[config.mk]
export PLATFORM = sky130hd
export DESIGN_NAME = and_tree_sequencer_flat
export DESIGN_NICKNAME = d
export VERILOG_FILES = /design/src/rtl/and_tree_sequencer_pkg.sv /design/src/rtl/and_tree_sequencer_if.sv /design/src/rtl/and_tree_sequencer_sync2.sv /design/src/rtl/and_tree_sequencer.sv /design/src/flat_wrapper.sv
export SDC_FILE = /design/constraint.sdc
export NUM_CORES = 1
export LEC_CHECK = 0
export BUFFER_PORTS_ARGS = -buffer_cell sky130_fd_sc_hd__buf_4
export CAP_MARGIN = 20
export CORE_MARGIN = 2
export CORE_UTILIZATION = 50
export DETAILED_ROUTE_END_ITERATION = 16
export PLACE_DENSITY = 0.7
export SYNTH_ARGS = -nofsm -noshare
export SYNTH_HDL_FRONTEND = slang
export SYNTH_HIERARCHICAL = 1
export SYNTH_SLANG_ARGS = --single-unit
[constraint.sdc]
create_clock -name clk -period 6.1 [get_ports clk]
set_input_delay 0.61 -clock clk [delete_from_list [all_inputs] [get_ports clk]]
set_output_delay 0.61 -clock clk [all_outputs]
set_load 0.1 [all_outputs]
[src/rtl/and_tree_sequencer_pkg.sv]
// Shared types and constants for the AND-tree test sequencer.
package and_tree_pkg;

  localparam int unsigned VEC_W    = 4;
  localparam int unsigned CNT_W    = 8;
  localparam int unsigned FAIL_MAX = 255;
  localparam int unsigned STB_W    = 4;

  typedef enum logic [1:0] {
    IDLE  = 2'd0,
    DRIVE = 2'd1,
    WAIT  = 2'd2,
    RESP  = 2'd3
  } state_t;

  typedef struct packed {
    logic             pass;
    logic [CNT_W-1:0] latency;
  } rsp_t;

  // Increment that sticks at the all-ones value instead of wrapping.
  function automatic logic [CNT_W-1:0] sat_inc(input logic [CNT_W-1:0] v);
    return (v == {CNT_W{1'b1}}) ? v : v + 1'b1;
  endfunction

endpackage

[src/rtl/and_tree_sequencer_if.sv]
// Vector request, leaf drive, tree feedback and result signals.
interface and_tree_sequencer_if;
  import and_tree_pkg::*;

  logic             vec_valid;
  logic [VEC_W-1:0] vec_data;
  logic             vec_ready;
  logic             a, b, c, d;
  logic             z;
  logic             rsp_valid;
  logic             rsp_ready;
  logic             rsp_pass;
  logic [CNT_W-1:0] rsp_latency;
  logic [CNT_W-1:0] fail_count;

  // Stimulus / consumer side
  modport master (
    output vec_valid, vec_data, z, rsp_ready,
    input  vec_ready, a, b, c, d, rsp_valid, rsp_pass, rsp_latency, fail_count
  );

  // Sequencer side
  modport slave (
    input  vec_valid, vec_data, z, rsp_ready,
    output vec_ready, a, b, c, d, rsp_valid, rsp_pass, rsp_latency, fail_count
  );
endinterface

[src/rtl/and_tree_sequencer_sync2.sv]
// Two-flop synchronizer for the asynchronous tree output.
module sync2 (
  input  logic clk,
  input  logic reset,
  input  logic d,
  output logic q
);
  logic meta;

  // Both stages clear on reset so z reads as 0 until real samples arrive.
  always_ff @(posedge clk or posedge reset) begin
    if (reset) begin
      meta <= 1'b0;
      q    <= 1'b0;
    end else begin
      meta <= d;
      q    <= meta;
    end
  end
endmodule

[src/rtl/and_tree_sequencer.sv]
// Applies a 4-bit vector to an AND tree, waits for the synchronized output
// to settle at the expected value for STABLE cycles, and reports pass/latency.
module and_tree_sequencer
  import and_tree_pkg::*;
#(
  parameter int TIMEOUT = 64,
  parameter int STABLE  = 2
) (
  input logic            clk,
  input logic            reset,
  and_tree_sequencer_if.slave bus
);

  state_t           state;
  logic [VEC_W-1:0] vec_q;
  logic             expected;
  logic [CNT_W-1:0] lat_cnt;
  logic [STB_W-1:0] stb_cnt;
  logic [CNT_W-1:0] run_start;
  rsp_t             rsp_q;
  logic             rsp_valid_q;
  logic             vec_ready_q;
  logic [CNT_W-1:0] fail_cnt;
  logic             z_sync;

  logic [CNT_W-1:0] lat_n;
  logic [STB_W-1:0] stb_n;
  logic             hit;
  logic             pass_n;
  logic             tmo_n;
  logic [CNT_W-1:0] run_n;

  sync2 u_sync (
    .clk   (clk),
    .reset (reset),
    .d     (bus.z),
    .q     (z_sync)
  );

  // WAIT-state bookkeeping: latency of this sample, stable-run length,
  // where the current run began, and the pass/timeout decisions.
  always_comb begin
    lat_n  = sat_inc(lat_cnt);
    hit    = (z_sync == expected);
    stb_n  = '0;
    run_n  = run_start;
    if (hit) begin
      stb_n = (stb_cnt == {STB_W{1'b1}}) ? stb_cnt : stb_cnt + 1'b1;
      if (stb_cnt == '0) run_n = lat_n;
    end
    pass_n = (stb_n >= STB_W'(STABLE));
    tmo_n  = (lat_n >= CNT_W'(TIMEOUT));
  end

  // Sequencer FSM with all outputs registered.
  always_ff @(posedge clk or posedge reset) begin
    if (reset) begin
      state       <= IDLE;
      vec_q       <= '0;
      expected    <= 1'b0;
      lat_cnt     <= '0;
      stb_cnt     <= '0;
      run_start   <= '0;
      rsp_q       <= '0;
      rsp_valid_q <= 1'b0;
      vec_ready_q <= 1'b1;
      fail_cnt    <= '0;
    end else begin
      case (state)
        IDLE: begin
          if (bus.vec_valid && vec_ready_q) begin
            vec_q       <= bus.vec_data;
            expected    <= &bus.vec_data;
            vec_ready_q <= 1'b0;
            state       <= DRIVE;
          end
        end
        DRIVE: begin
          lat_cnt   <= '0;
          stb_cnt   <= '0;
          run_start <= '0;
          state     <= WAIT;
        end
        WAIT: begin
          lat_cnt   <= lat_n;
          stb_cnt   <= stb_n;
          run_start <= run_n;
          // A pass on the same cycle as the timeout takes priority.
          if (pass_n) begin
            rsp_q.pass    <= 1'b1;
            rsp_q.latency <= run_n;
            rsp_valid_q   <= 1'b1;
            state         <= RESP;
          end else if (tmo_n) begin
            rsp_q.pass    <= 1'b0;
            rsp_q.latency <= CNT_W'(TIMEOUT);
            rsp_valid_q   <= 1'b1;
            if (fail_cnt != CNT_W'(FAIL_MAX)) fail_cnt <= fail_cnt + 1'b1;
            state         <= RESP;
          end
        end
        RESP: begin
          if (bus.rsp_ready) begin
            rsp_valid_q <= 1'b0;
            vec_ready_q <= 1'b1;
            state       <= IDLE;
          end
        end
        default: state <= IDLE;
      endcase
    end
  end

  assign bus.a           = vec_q[3];
  assign bus.b           = vec_q[2];
  assign bus.c           = vec_q[1];
  assign bus.d           = vec_q[0];
  assign bus.vec_ready   = vec_ready_q;
  assign bus.rsp_valid   = rsp_valid_q;
  assign bus.rsp_pass    = rsp_q.pass;
  assign bus.rsp_latency = rsp_q.latency;
  assign bus.fail_count  = fail_cnt;

endmodule

[src/flat_wrapper.sv]
// flat-port wrapper written by rule: the top's interface ports become plain ports
module and_tree_sequencer_flat import and_tree_pkg::*;
#(
  parameter int TIMEOUT = 64,
  parameter int STABLE  = 2
)
  (clk, reset, bus_vec_valid, bus_vec_data, bus_z, bus_rsp_ready, bus_vec_ready, bus_a, bus_b, bus_c, bus_d, bus_rsp_valid, bus_rsp_pass, bus_rsp_latency, bus_fail_count);
  and_tree_sequencer_if bus_i ();
  input logic clk;
  input logic reset;
  input wire logic [$bits(bus_i.vec_valid)-1:0] bus_vec_valid;
  input wire logic [$bits(bus_i.vec_data)-1:0] bus_vec_data;
  input wire logic [$bits(bus_i.z)-1:0] bus_z;
  input wire logic [$bits(bus_i.rsp_ready)-1:0] bus_rsp_ready;
  output wire logic [$bits(bus_i.vec_ready)-1:0] bus_vec_ready;
  output wire logic [$bits(bus_i.a)-1:0] bus_a;
  output wire logic [$bits(bus_i.b)-1:0] bus_b;
  output wire logic [$bits(bus_i.c)-1:0] bus_c;
  output wire logic [$bits(bus_i.d)-1:0] bus_d;
  output wire logic [$bits(bus_i.rsp_valid)-1:0] bus_rsp_valid;
  output wire logic [$bits(bus_i.rsp_pass)-1:0] bus_rsp_pass;
  output wire logic [$bits(bus_i.rsp_latency)-1:0] bus_rsp_latency;
  output wire logic [$bits(bus_i.fail_count)-1:0] bus_fail_count;
  assign bus_i.vec_valid = bus_vec_valid;
  assign bus_i.vec_data = bus_vec_data;
  assign bus_i.z = bus_z;
  assign bus_i.rsp_ready = bus_rsp_ready;
  assign bus_vec_ready = bus_i.vec_ready;
  assign bus_a = bus_i.a;
  assign bus_b = bus_i.b;
  assign bus_c = bus_i.c;
  assign bus_d = bus_i.d;
  assign bus_rsp_valid = bus_i.rsp_valid;
  assign bus_rsp_pass = bus_i.rsp_pass;
  assign bus_rsp_latency = bus_i.rsp_latency;
  assign bus_fail_count = bus_i.fail_count;
  and_tree_sequencer #(.TIMEOUT(TIMEOUT), .STABLE(STABLE)) u_core (.clk(clk), .reset(reset), .bus(bus_i));
endmodule
# --- Word-level counts from Yosys, hierarchy flattened ---
# Index checks and enable logic that the tools add are counted.
totals:
  in_bits: 9
  wordCells: 65
  out_inout_bits: 23
  reg_bits: 48
classes:
  n_lt_le_gt_ge: 2
  n_addsub: 3
  muxes: 22
  n_eq_ne: 10
  bitwise_logic: 1
  n_reduce_logical: 14
op_table:
  columns: ["cell", "n"]
  rows:
  - ["$pmux 8 s2", 2]
  - ["$mux 8", 3]
  - ["$mux 9", 2]
  - ["$add 8x1->8 const B", 2]
  - ["$reduce_and 3->1", 3]
  - ["$eq 8x8->1 const B", 1]
  - ["$ge 8x7->1 const B", 1]
  - ["$mux 2", 4]
  - ["$mux 4", 2]
  - ["$ne 8x8->1 const B", 1]
  - ["$pmux 2 s4", 1]
  - ["$pmux 4 s2", 1]
  - ["$reduce_and 4->1", 2]
  - ["$reduce_bool 2->1", 4]
  - ["$mux 1", 5]
  - ["$add 4x1->4 const B", 1]
  - ["$eq 2x2->1 const B", 2]
  - ["$eq 4x4->1 const B", 1]
  - ["$ge 4x2->1 const B", 1]
  - ["$logic_not 4->1", 1]
  - ["$pmux 1 s2", 2]
  - ["$reduce_and 2->1", 2]
  - ["$ne 3x1->1 const B", 1]
  - ["$eq 2x1->1 const B", 1]
  - ["other kinds (6)", 6]

# --- Logic depth before layout (Yosys ltp) ---
depth:
  ltp_word: 6
  ltp_mapped: 8
  ltp_nobuf: 7

# --- Modules after synthesis ---
# Netlist, hierarchy kept.
modules_own_cells:
  columns: ["mod", "n_inst", "seq_area_each_um2", "cells_each", "area_each_um2"]
  rows:
  - ["and_tree_sequencer", 1, 1152.4, 239, 2494.9]
  - ["sync2", 1, 50.0, 3, 53.8]

# --- Least setup slack after synthesis ---
# Ideal clock, no wire load.
synth_timing:
  kind: "register -> register"
  startpoint: "reg u_core.fail_cnt[2] (netlist: u_core/bus.fail_count[2])"
  endpoint: "reg u_core.fail_cnt[1] (netlist: u_core/bus.fail_count[1])"
  t_required_ns: 5.973
  arrival_ns: 2.149
  n_path_buf: 0
  setup_ns: 0.127
  setup_slack_ns: 3.825
  period_less_slack_ns: 2.275
  path_stages_with_launch: 6
  cell_sequence: "dfrtp_1 nand3_1 nor2_1 a41o_4 nor2_4 mux2_4"
synth_between:
  elab_chain_len: 2
synth_lines:
  columns: ["item", "line", "rtl"]
  rows:
  - ["start: declaration", "and_tree_sequencer.sv:23", "logic [CNT_W-1:0] fail_cnt;"]
  - ["start signal: assignment", "and_tree_sequencer.sv:98", "if (fail_cnt != CNT_W'(FAIL_MAX)) fail_cnt <= fail_cnt + 1'b1;"]
  - ["$ne 8x8->1", "and_tree_sequencer.sv:98", null]
  - ["$reduce_and 4->1 (no source line)", null, null]
# No other way between the ends.
# A chain may end at the register's enable or synchronous reset.

# --- Worst setup path after layout ---
layout_timing:
  startpoint: "reg u_core.state[0]"
  endpoint: "reg u_core.stb_cnt[2]"
layout_between:
  elab_chain_len: 2
  elab_cells_between_ends: 4
  cone_classes: "eq/ne: 2; mux: 1; reduce/logical: 1"
layout_lines:
  columns: ["item", "line", "rtl"]
  rows:
  - ["start: declaration", "and_tree_sequencer.sv:14", "state_t state;"]
  - ["start signal: assignment", "and_tree_sequencer.sv:58", "state <= IDLE;"]
  - ["start signal: assignment", "and_tree_sequencer.sv:75", "state <= DRIVE;"]
  - ["start signal: assignment", "and_tree_sequencer.sv:82", "state <= WAIT;"]
  - ["$eq 2x2->1 / $eq 2x1->1 (equally long branches)", "and_tree_sequencer.sv:69", "case (state)"]
  - ["$pmux 4 s2 / $reduce_bool 2->1 (equally long branches)", null, null]
  - ["end signal: assignment", "and_tree_sequencer.sv:86", "stb_cnt <= stb_n;"]
  - ["end: declaration", "and_tree_sequencer.sv:18", "logic [STB_W-1:0] stb_cnt;"]
# Several ways; a longest one is shown, not always the timed one.

==> impl_summary.txt <==
----------------------------------------------------
[Run status]
  Status ... complete, no violations

[STA]
  Hold slack ... 0.1644 ns
  Clock tree skew after final layout ... 0.008293 ns
  Measured slew at the worst slew-check pin ... 0.9164 ns
  Final hold violation count ... 0
  Portion of the clock cycle consumed by the worst path in the final layout ... 35.67%
  Sum of negative setup slack ... 0 ns
  RSZ-0062 raised after global routing ... no
  # setup viols final ... 0
  Relative slew slack ... 38.82%
  Final number of max-transition violations ... 0
  Achievable frequency ... 459.6 MHz
  Final critical-path required period ... 2.176 ns

[Clock network]
  TritonCTS clock tree ... done
  Number of buffers inserted during clock tree synthesis ... 5
  Count of clock tree sinks ... 48
  Bufs on Longest Clock Path ... 2
  Post-CTS clock slew at the launch and capture registers of the worst setup and hold paths ... 0.09 ns
  Hold buffers post-CTS ... 0
  Insertion delay of the later-clocked pin in the worst-skew pair ... 0.30 ns
  Clock root buffer ... clkbuf_8
  Total setup buffers inserted after CTS ... 0
  Number of resized instances in the post-cts repair step ... 0
  CTS H-Tree Depth ... 2

[Routing]
  Number of remaining DRC errors ... 0
  Total detailed-routing wirelength ... 5092 um
  First drt pass iteration count ... 4
  Number of nets with antenna violations after detailed routing ... 0
  Routed vias ... 1905
  Post-DR wirelength/cell ... 15.07 um
  Initial DRC count ... 119
  Vias per Instance ... 5.636

[Logic synthesis]
  Post-synthesis cell type with the largest combined area ... dfrtp_1
  Synthesized area per cell ... 10.53 um^2
  Post-synthesis sequential area ratio ... 47.18%
  Synthesis-stage register bit count ... 48
  Dominant register cell in the synthesized netlist ... dfrtp_1
  Fraction of synthesized cell area taken by the top area cell type ... 46.15%
  FFs w/ async S/R, synth ... 100.0%
  Cell with the most instances after synthesis ... dfrtp_1
  Gate count of the mapped netlist ... 242
  Top cell types by occurrence after synthesis ... dfrtp_1, nand2_1, a21oi_1
  Mapped Nets ... 259
  Count of yosys warnings during synthesis ... 6
  Post-Synthesis Cell Area ... 0.002549 mm^2
  Area contributors post-synth ... dfrtp_1, o2bb2ai_1, a21oi_1, ha_1, nand2_1
  Count of distinct cell types in the synthesized netlist ... 57
  Count of flip-flops with a built-in enable after synthesis ... 0

[Power]
  P per Cell Area ... 462.8 mW/mm^2
  Max IR drop VDD ... 0.2964 mV
  Post-layout power ... 1.366 mW
  Static leakage ... 1.346 nW

[Placed design]
  IO Port Bufs ... 31
  Number of placed instances, taps included ... 330
  Post-DP HPWL ... 3654 um
  Placer congestion estimate ... 0.8988

[Layout]
  Net count of the finished layout ... 287
  Share of post-route cells with drive strength above 1 ... 23.99%
  Area grow syn2layout ... 15.76%
  Antenna Cells ... 0
  Final standard cell count with taps included and fillers excluded ... 338

[Floorplan]
  Initial core utilization ... 52.91%
  Die Footprint ... 0.005684 mm^2
  Total number of placement rows ... 25
  Vertical extent of the die ... 75.40 um
  Area of the core ... 0.004817 mm^2
  DIE WIDTH ... 75.40 um
  Number of top-level pins ... 32

[Critical path]
  Critical Path Fanout Max ... 17
  Required time worst endpoint ... 6.33 ns
  Count of cells along the worst register-to-register path ... 5
  Critical register-to-register path startpoint ... u_core/state[0]
  Crit. End Element ... flip-flop
  CP startpoint kind ... flip-flop
  Endpoint of the worst-slack reg-to-reg timing path ... u_core/stb_cnt[2]
  Class of the most critical setup path ... reg -> reg
  Reg2Reg Setup Slack ... 3.92 ns
  Critical path arrival ... 2.40 ns

[Job]
  Max-cap violations ... 0

[GRT]
  Pin count of the biggest net entering global routing ... 47
  Total Routing Usage GR ... 20.17%
  Initial antenna violation count ... 0
  Vias in the first global route ... 1849
  Congestion Overflow GR ... 0
  First-pass GRT wire length ... 8728 um

[Worst hold path]
  Hold/Removal Path Class ... in -> async

----------------------------------------------------
flip-flops by register name, indices dropped and copies added (netlist names):
register,flops
u_core/run_start,8
u_core/bus.rsp_valid,1
u_core/u_sync/meta,1
u_core/bus.fail_count,8
u_core/u_sync/q,1
u_core/bus.rsp_pass,1
u_core/bus.vec_ready,1
u_core/lat_cnt,8
u_core/vec_q,4
u_core/bus.rsp_latency,8
u_core/stb_cnt,4
u_core/expected,1
u_core/state,2
layout make-up:
type / count / area, um^2
sequential: 48 / 1202
inverter: 15 / 56.30
timing repair buffer: 31 / 232.7
clock inverter: 3 / 68.82
multi-input combinational: 169 / 1237
fill: 436 / 1867
tap: 67 / 83.83
clock buffer: 5 / 68.82
through the flow:
| step | cell area, um^2 | worst slack (ns) | util (%) |
|---|---|---|---|
| 3_3_place_gp | 2813 | 4.004 | 58.39 |
| 2_1_floorplan | 2549 | 3.825 | - |
| 6_report | 2950 | 3.924 | 61.25 |
| 3_5_place_dp | 2813 | 3.913 | 58.39 |
| 5_1_grt | 2950 | 3.737 | 61.25 |
| 4_1_cts | 2950 | 3.895 | 61.25 |
power by group:
part	switching [mW]	internal, mW
logic	0.493	0.176
registers	0.0445	0.375
clock network	0.112	0.165
layer usage:
metal	part of all wire, %	wire (um)	vias to the layer above	GRT usage (%)
li1	-	-	929	-
met1	45	2306	927	27.82
met2	49	2518	39	31.88
met3	3.2	162	10	3.836
met4	2.0	104	0	7.407
met5	0	0	-	0
cells by family (layout without fill, tap and decap cells):
group | count (synthesis) | in the layout | synth area share [%]
and+or+nand+nor | 72 | 72 | 16.99
AOI/OAI and AO/OA | 67 | 67 | 18.80
DFF | 48 | 48 | 47.18
buffers and inverters | 25 | 54 | 4.271
xor gates and xnor gates | 11 | 11 | 4.075
muxes | 11 | 11 | 4.762
adders and majority gates | 8 | 8 | 3.928
critical path, stage by stage, from the launching register on:
cell and delay (ns):
dfrtp_1 0.40, inv_1 0.12, ha_1 0.61, inv_1 0.30, or3_2 0.53, a21oi_1 0.14
worst max-delay path by stage:
stage / slack [ns] / start / end / cells after the start
after floorplan: 3.82 / u_core/bus.fail_count[2] / u_core/bus.fail_count[1] / 5
after global placement: 4.00 / u_core/stb_cnt[0] / u_core/bus.fail_count[1] / 6
after detailed placement: 3.91 / u_core/state[0] / u_core/stb_cnt[2] / 5
after CTS: 3.90 / u_core/state[0] / u_core/stb_cnt[2] / 5
after global routing: 3.74 / u_core/state[0] / u_core/stb_cnt[2] / 5
final: 3.92 / u_core/state[0] / u_core/stb_cnt[2] / 5
placed cells by master, fill, tap and decap left out, types with 2 or more instances in the layout:
cell type	count
nor2_1	9
buf_4	31
a22oi_1	3
a31oi_1	3
and3_1	4
a311oi_1	2
bufinv_16	2
xnor2_1	3
nand2_1	25
a21oi_1	20
nand3_1	12
clkbuf_8	5
o31ai_1	2
o2bb2ai_1	12
a22o_1	4
and2_1	2
o21ai_0	9
nor3_2	4
inv_1	13
ha_1	8
mux2_2	5
dfrtp_1	47
nor4_4	2
mux2i_1	5
xor2_1	7
No activity file was read; power rests on OpenSTA's default activity.
